==> config.mk <==
export PLATFORM = sky130hd
export DESIGN_NAME = irq_controller
export DESIGN_NICKNAME = d
export VERILOG_FILES = /design/src/rtl/irq_controller.sv
export SDC_FILE = /design/constraint.sdc
export NUM_CORES = 1
export LEC_CHECK = 0
export ABC_CLOCK_PERIOD_IN_PS = 2400
export CELL_PAD_IN_SITES_DETAIL_PLACEMENT = 1
export CELL_PAD_IN_SITES_GLOBAL_PLACEMENT = 1
export CORE_AREA = 2 2 94 96
export DETAILED_ROUTE_END_ITERATION = 6
export DIE_AREA = 0 0 96 98
export PLACE_DENSITY_LB_ADDON = 0.1
export SETUP_SLACK_MARGIN = 0.4
export SYNTH_ARGS = -nofsm -noshare
export SYNTH_HDL_FRONTEND = slang
export SYNTH_SLANG_ARGS = --single-unit
==> constraint.sdc <==
create_clock -name clk -period 2.4 [get_ports clk]
set_input_delay 0.48 -clock clk [delete_from_list [all_inputs] [get_ports clk]]
set_output_delay 0.48 -clock clk [all_outputs]
set_load 0.03 [all_outputs]
==> src/rtl/irq_controller.sv <==
// irq_controller: edge-capturing, maskable, fixed-priority interrupt controller
// with a request/ack/done handshake towards the CPU core.
// Optional build macro: IRQ_CONTROLLER_NMI_EN makes channel NUM_IRQ-1 a
// non-maskable, pre-empting interrupt with a 2-bit nesting depth counter.
module irq_controller #(
  parameter int NUM_IRQ     = 15,
  parameter int VECTOR_BASE = 1,
  parameter int VEC_W       = $clog2(NUM_IRQ + VECTOR_BASE)
) (
  input  logic               clk,
  input  logic               reset_n,
  input  logic               clk_en,
  input  logic [NUM_IRQ-1:0] irq_in,
  input  logic               mask_wr_en,
  input  logic [NUM_IRQ-1:0] mask_wr_data,
  input  logic               flag_clr_en,
  input  logic [NUM_IRQ-1:0] flag_clr_data,
  input  logic               global_enable,
  input  logic               irq_ack,
  input  logic               irq_done,
  output logic               irq_valid,
  output logic [VEC_W-1:0]   irq_vector,
  output logic [NUM_IRQ-1:0] flags,
  output logic [NUM_IRQ-1:0] mask,
  output logic               busy
);

  localparam int IDX_W = (NUM_IRQ > 1) ? $clog2(NUM_IRQ) : 1;

  typedef enum logic [1:0] {
    IDLE = 2'd0,
    REQ  = 2'd1,
    BUSY = 2'd2
  } state_t;

  state_t             state, state_nxt;
  logic [NUM_IRQ-1:0] irq_in_q;
  logic [NUM_IRQ-1:0] set_vec;
  logic [NUM_IRQ-1:0] clr_vec;
  logic [NUM_IRQ-1:0] ack_clear;
  logic [NUM_IRQ-1:0] pend_req;
  logic [IDX_W-1:0]   sel, sel_nxt;
  logic [IDX_W-1:0]   winner;
  logic               latch;
  logic               sel_live;

`ifdef IRQ_CONTROLLER_NMI_EN
  localparam logic [IDX_W-1:0] NMI_IDX = IDX_W'(NUM_IRQ - 1);
  logic [1:0] depth, depth_nxt;
  logic       nmi_pend;
  logic       sel_is_nmi;
`endif

  // Rising-edge detection and the combined clear vector
  always_comb begin
    set_vec = irq_in & ~irq_in_q;
    clr_vec = (flag_clr_en ? flag_clr_data : '0) | ack_clear;
  end

  // Arbitration candidates; the NMI channel is handled outside the mask path
  always_comb begin
    pend_req = flags & mask;
`ifdef IRQ_CONTROLLER_NMI_EN
    pend_req[NUM_IRQ-1] = 1'b0;
    nmi_pend            = flags[NUM_IRQ-1];
    sel_is_nmi          = (sel == NMI_IDX);
    sel_live            = sel_is_nmi ? nmi_pend : (pend_req[sel] && global_enable);
`else
    sel_live            = pend_req[sel] && global_enable;
`endif
  end

  // Fixed-priority encoder: lowest pending index wins
  always_comb begin
    logic found;
    winner = '0;
    found  = 1'b0;
    for (int unsigned i = 0; i < NUM_IRQ; i++) begin
      if (pend_req[i] && !found) begin
        winner = IDX_W'(i);
        found  = 1'b1;
      end
    end
  end

  // Handshake FSM: next state, channel latch and ack auto-clear
  always_comb begin
    state_nxt = state;
    sel_nxt   = sel;
    latch     = 1'b0;
    ack_clear = '0;
`ifdef IRQ_CONTROLLER_NMI_EN
    depth_nxt = depth;
`endif
    case (state)
      IDLE: begin
`ifdef IRQ_CONTROLLER_NMI_EN
        if (nmi_pend) begin
          sel_nxt   = NMI_IDX;
          latch     = 1'b1;
          state_nxt = REQ;
        end else
`endif
        if (global_enable && (|pend_req)) begin
          sel_nxt   = winner;
          latch     = 1'b1;
          state_nxt = REQ;
        end
      end
      REQ: begin
        // ack beats withdrawal when both happen in the same cycle
        if (irq_ack) begin
          ack_clear[sel] = 1'b1;
          state_nxt      = BUSY;
`ifdef IRQ_CONTROLLER_NMI_EN
          depth_nxt      = depth + 2'd1;
`endif
        end
`ifdef IRQ_CONTROLLER_NMI_EN
        else if (nmi_pend && !sel_is_nmi) begin
          sel_nxt = NMI_IDX;
          latch   = 1'b1;
        end else if (!sel_live) begin
          // a withdrawn nested request falls back to the interrupted handler
          state_nxt = (depth != 2'd0) ? BUSY : IDLE;
        end
`else
        else if (!sel_live) begin
          state_nxt = IDLE;
        end
`endif
      end
      BUSY: begin
`ifdef IRQ_CONTROLLER_NMI_EN
        if (irq_done) begin
          if (depth != 2'd0) depth_nxt = depth - 2'd1;
          if (depth <= 2'd1) state_nxt = IDLE;
        end else if (nmi_pend && !sel_is_nmi && (depth == 2'd1)) begin
          sel_nxt   = NMI_IDX;
          latch     = 1'b1;
          state_nxt = REQ;
        end
`else
        if (irq_done) state_nxt = IDLE;
`endif
      end
      default: state_nxt = IDLE;
    endcase
  end

  // Edge history, sticky flags and mask register
  always_ff @(posedge clk or negedge reset_n) begin
    if (!reset_n) begin
      irq_in_q <= '0;
      flags    <= '0;
      mask     <= '0;
    end else if (clk_en) begin
      irq_in_q <= irq_in;
      flags    <= (flags & ~clr_vec) | set_vec;
      if (mask_wr_en) mask <= mask_wr_data;
    end
  end

  // FSM state, selected channel and latched vector
  always_ff @(posedge clk or negedge reset_n) begin
    if (!reset_n) begin
      state      <= IDLE;
      sel        <= '0;
      irq_vector <= '0;
    end else if (clk_en) begin
      state <= state_nxt;
      sel   <= sel_nxt;
      if (latch) irq_vector <= VEC_W'(sel_nxt) + VEC_W'(VECTOR_BASE);
    end
  end

`ifdef IRQ_CONTROLLER_NMI_EN
  // Count of taken, not yet completed requests
  always_ff @(posedge clk or negedge reset_n) begin
    if (!reset_n)     depth <= 2'd0;
    else if (clk_en)  depth <= depth_nxt;
  end

  // Outputs decoded from state; busy also covers a nested request phase
  always_comb begin
    irq_valid = (state == REQ);
    busy      = (state == BUSY) || (depth != 2'd0);
  end
`else
  // Outputs decoded from state
  always_comb begin
    irq_valid = (state == REQ);
    busy      = (state == BUSY);
  end
`endif

endmodule

==> results.json <==
{
  "status": "complete, no violations",
  "drc_errors": 0,
  "wl_mm": 9.06,
  "syn_inst": 290,
  "placed_area_um2": 3940,
  "p_leak_nw": 1.83,
  "htree_levels": 2,
  "dieHeight_um": 98,
  "endpoint_kind": "flip-flop",
  "min_path_type": "primary input to asynchronous set/reset pin",
  "port_buffers": 88,
  "core_area_um2": 8470,
  "ir_drop_mv": 0.247,
  "vias_per_cell": 5.35,
  "grt_max_degree": 37,
  "grt_pass1_wl_mm": 14.9,
  "timing.fmax_ghz": 0.461,
  "boundaryPins": 89,
  "row_count": 34,
  "avgSynthCellArea_um2": 9.84,
  "nets": 451,
  "finalWorstSetupSlack_ns": 0.233,
  "drv_cap": 0,
  "yosys.area.top_type": "dfrtp_1",
  "ys_types": 45,
  "worstPathRequired_ns": 2.60,
  "detail-route-antenna-nets": 0,
  "layoutNonFillerInstCount": 506,
  "power_density_nw_per_um2": 807,
  "cts_root_buffer": "clkbuf_8",
  "rsz0062_at_grt": "true",
  "pre_cts_slack_ns": 0.0495,
  "worstPathMaxFanout": 4,
  "dr_total_vias": 2708,
  "synthArstFlopShare_pct": 100,
  "syn-cell-area_um2": 2850,
  "critPathLaunchType": "flip-flop",
  "crit_type": "flip-flop to flip-flop",
  "detailed_place_hpwl_mm": 6.80,
  "slew_headroom_pct": 63.6,
  "tns_ns": 0,
  "die-area_um2": 9410,
  "drive_above_1_share_pct": 17.8,
  "clk_latency_ns": 0.31,
  "dp.cells": 488,
  "critPathArrivalTime_ns": 2.36,
  "cts_buffer_depth": 2,
  "yosysSeqAreaShare_pct": 48.2,
  "initial_core_util_pct": 33.7,
  "place_congestion": 0.798,
  "synthFlopType": "dfrtp_1",
  "yosys_warnings": 0,
  "first_pass_iters": 4,
  "synth-edff-count": 0,
  "fin_crit_sh_pct": 90.3,
  "power_mw": 3.37,
  "clock-sinks": 55,
  "finalHoldViolCount": 0,
  "drtIter0Drc": 86,
  "timing.hold.ws_ns": 0.0906,
  "grt_pass1_vias": 2883,
  "synthTopCellsByCount": "62 x nand2_1, 55 x dfrtp_1, 24 x o21ai_0",
  "setup_viol": 0,
  "cts_buffers": 5,
  "chipWidth_um": 96,
  "clk_pin_slew_ns": 0.10,
  "synth.top_cell.area_share_pct": 48.2,
  "yosys.cell_count.top_type": "nand2_1",
  "worstMarginPinSlew_ns": 0.545,
  "grt_antenna_before_repair": 0,
  "synthTopCellsByArea": "dfrtp_1 48%, nand2_1 8.2%, a32o_1 6.7%, mux2_2 5.9%, a22o_1 4.6%",
  "design_area_um2": 4180,
  "post-route-util_pct": 49.3,
  "grt_usage_pct": 20.3,
  "ys_ff_latch": 55,
  "grt_remaining_overflow": 0,
  "areaGrowthSynthToFinish_pct": 46.4,
  "cts_tree": "yes",
  "drt-wirelength-per-cell_um": 17.9,
  "synth_nets": 344,
  "n_antenna_cell": 0,
  "period_needed_ns": 2.17,
  "r2r_slack_ns": 0.23,
  "finalClockSkew_ns": 0.00659,
  "slew_violations": 0
}
[critical path, stage by stage, from the launching register on]
cell and delay, ns:
dfrtp_2 0.46, a22o_4 0.28, nor4_4 0.32, buf_4 0.19, a31o_1 0.18, a32oi_2 0.08, a221oi_2 0.30, xor2_1 0.17
o21ai_1 0.07
[path summary, 6_finish.rpt]
check	start	end	cells after the start
max reg2reg	flags[6]$_DFFE_PN0P_	irq_vector[3]$_DFFE_PN0P_	8
max	flags[6]$_DFFE_PN0P_	irq_vector[3]$_DFFE_PN0P_	8
min in group clk	clk_en	state[0]$_DFFE_PN0P_	2
max in group asynchronous	reset_n	mask[12]$_DFFE_PN0P_	2
min reg2reg	irq_vector[1]$_DFFE_PN0P_	irq_vector[1]$_DFFE_PN0P_	2
min	reset_n	irq_in_q[0]$_DFFE_PN0P_	1
[power breakdown]
part	total, mW	switching, mW	internal [mW]
Combinational	1.51	0.801	0.708
Sequential	1.36	0.250	1.11
Clock	0.510	0.303	0.206
[layout make-up]
type / instances / area, um2
Fill cell: 944 / 4290
Tap cell: 108 / 135
Clock buffer: 7 / 76.3
Timing Repair Buffer: 113 / 1100
Multi-Input combinational cell: 205 / 1410
Sequential cell: 55 / 1390
Inverter: 17 / 63.8
Clock inverter: 1 / 5.00
[cell families (layout without fill, tap and decap cells)]
group	count (synthesis)	after routing	synth area share (%)
buf+inv	31	138	4.65
fa+ha+maj	1	1	0.439
xor+xnor	2	2	0.614
compound gates	86	86	22.9
flops	55	55	48.2
mux	17	17	7.50
simple gates	98	99	15.7
[what timing repair did]
item	in CTS	in global routing
endpoints found under the setup margin	9	22
hold buffers	0	0
gates resized for setup	8	17
pin swaps	5	5
setup buffers	9	0
gates cloned	0	1
hold endpoints to repair	0	0
[state kept, by name, indices dropped and copies added, names as in the netlist]
signal,count
flags,15
irq_in_q,15
irq_vector,4
mask,15
sel,4
state,2
[routing by layer]
layer / vias to the layer above / wire, um / part of all wire (%) / GRT usage [%]
met5: - / 0 / 0 / 0
met2: 81 / 4330 / 48 / 32.4
met1: 1353 / 4200 / 46 / 29.7
li1: 1269 / - / - / -
met4: 0 / 64 / 0.71 / 3.63
met3: 5 / 470 / 5.2 / 2.55
[cell usage in the layout (no fill, tap or decap), types with 3 or more instances in the layout]
cell type,n
a21oi_1,4
dfrtp_1,48
nand2_1,61
clkbuf_8,5
inv_1,17
a22o_1,14
dfrtp_2,7
a32o_1,19
and2_1,5
mux2_2,15
buf_4,24
clkdlybuf4s50_1,72
o21ai_0,24
nor2b_1,3
o21ai_1,4
nor2_1,9
nand3_1,7
dlymetal6s2s_1,12
Power figures use the tool's default switching activity.
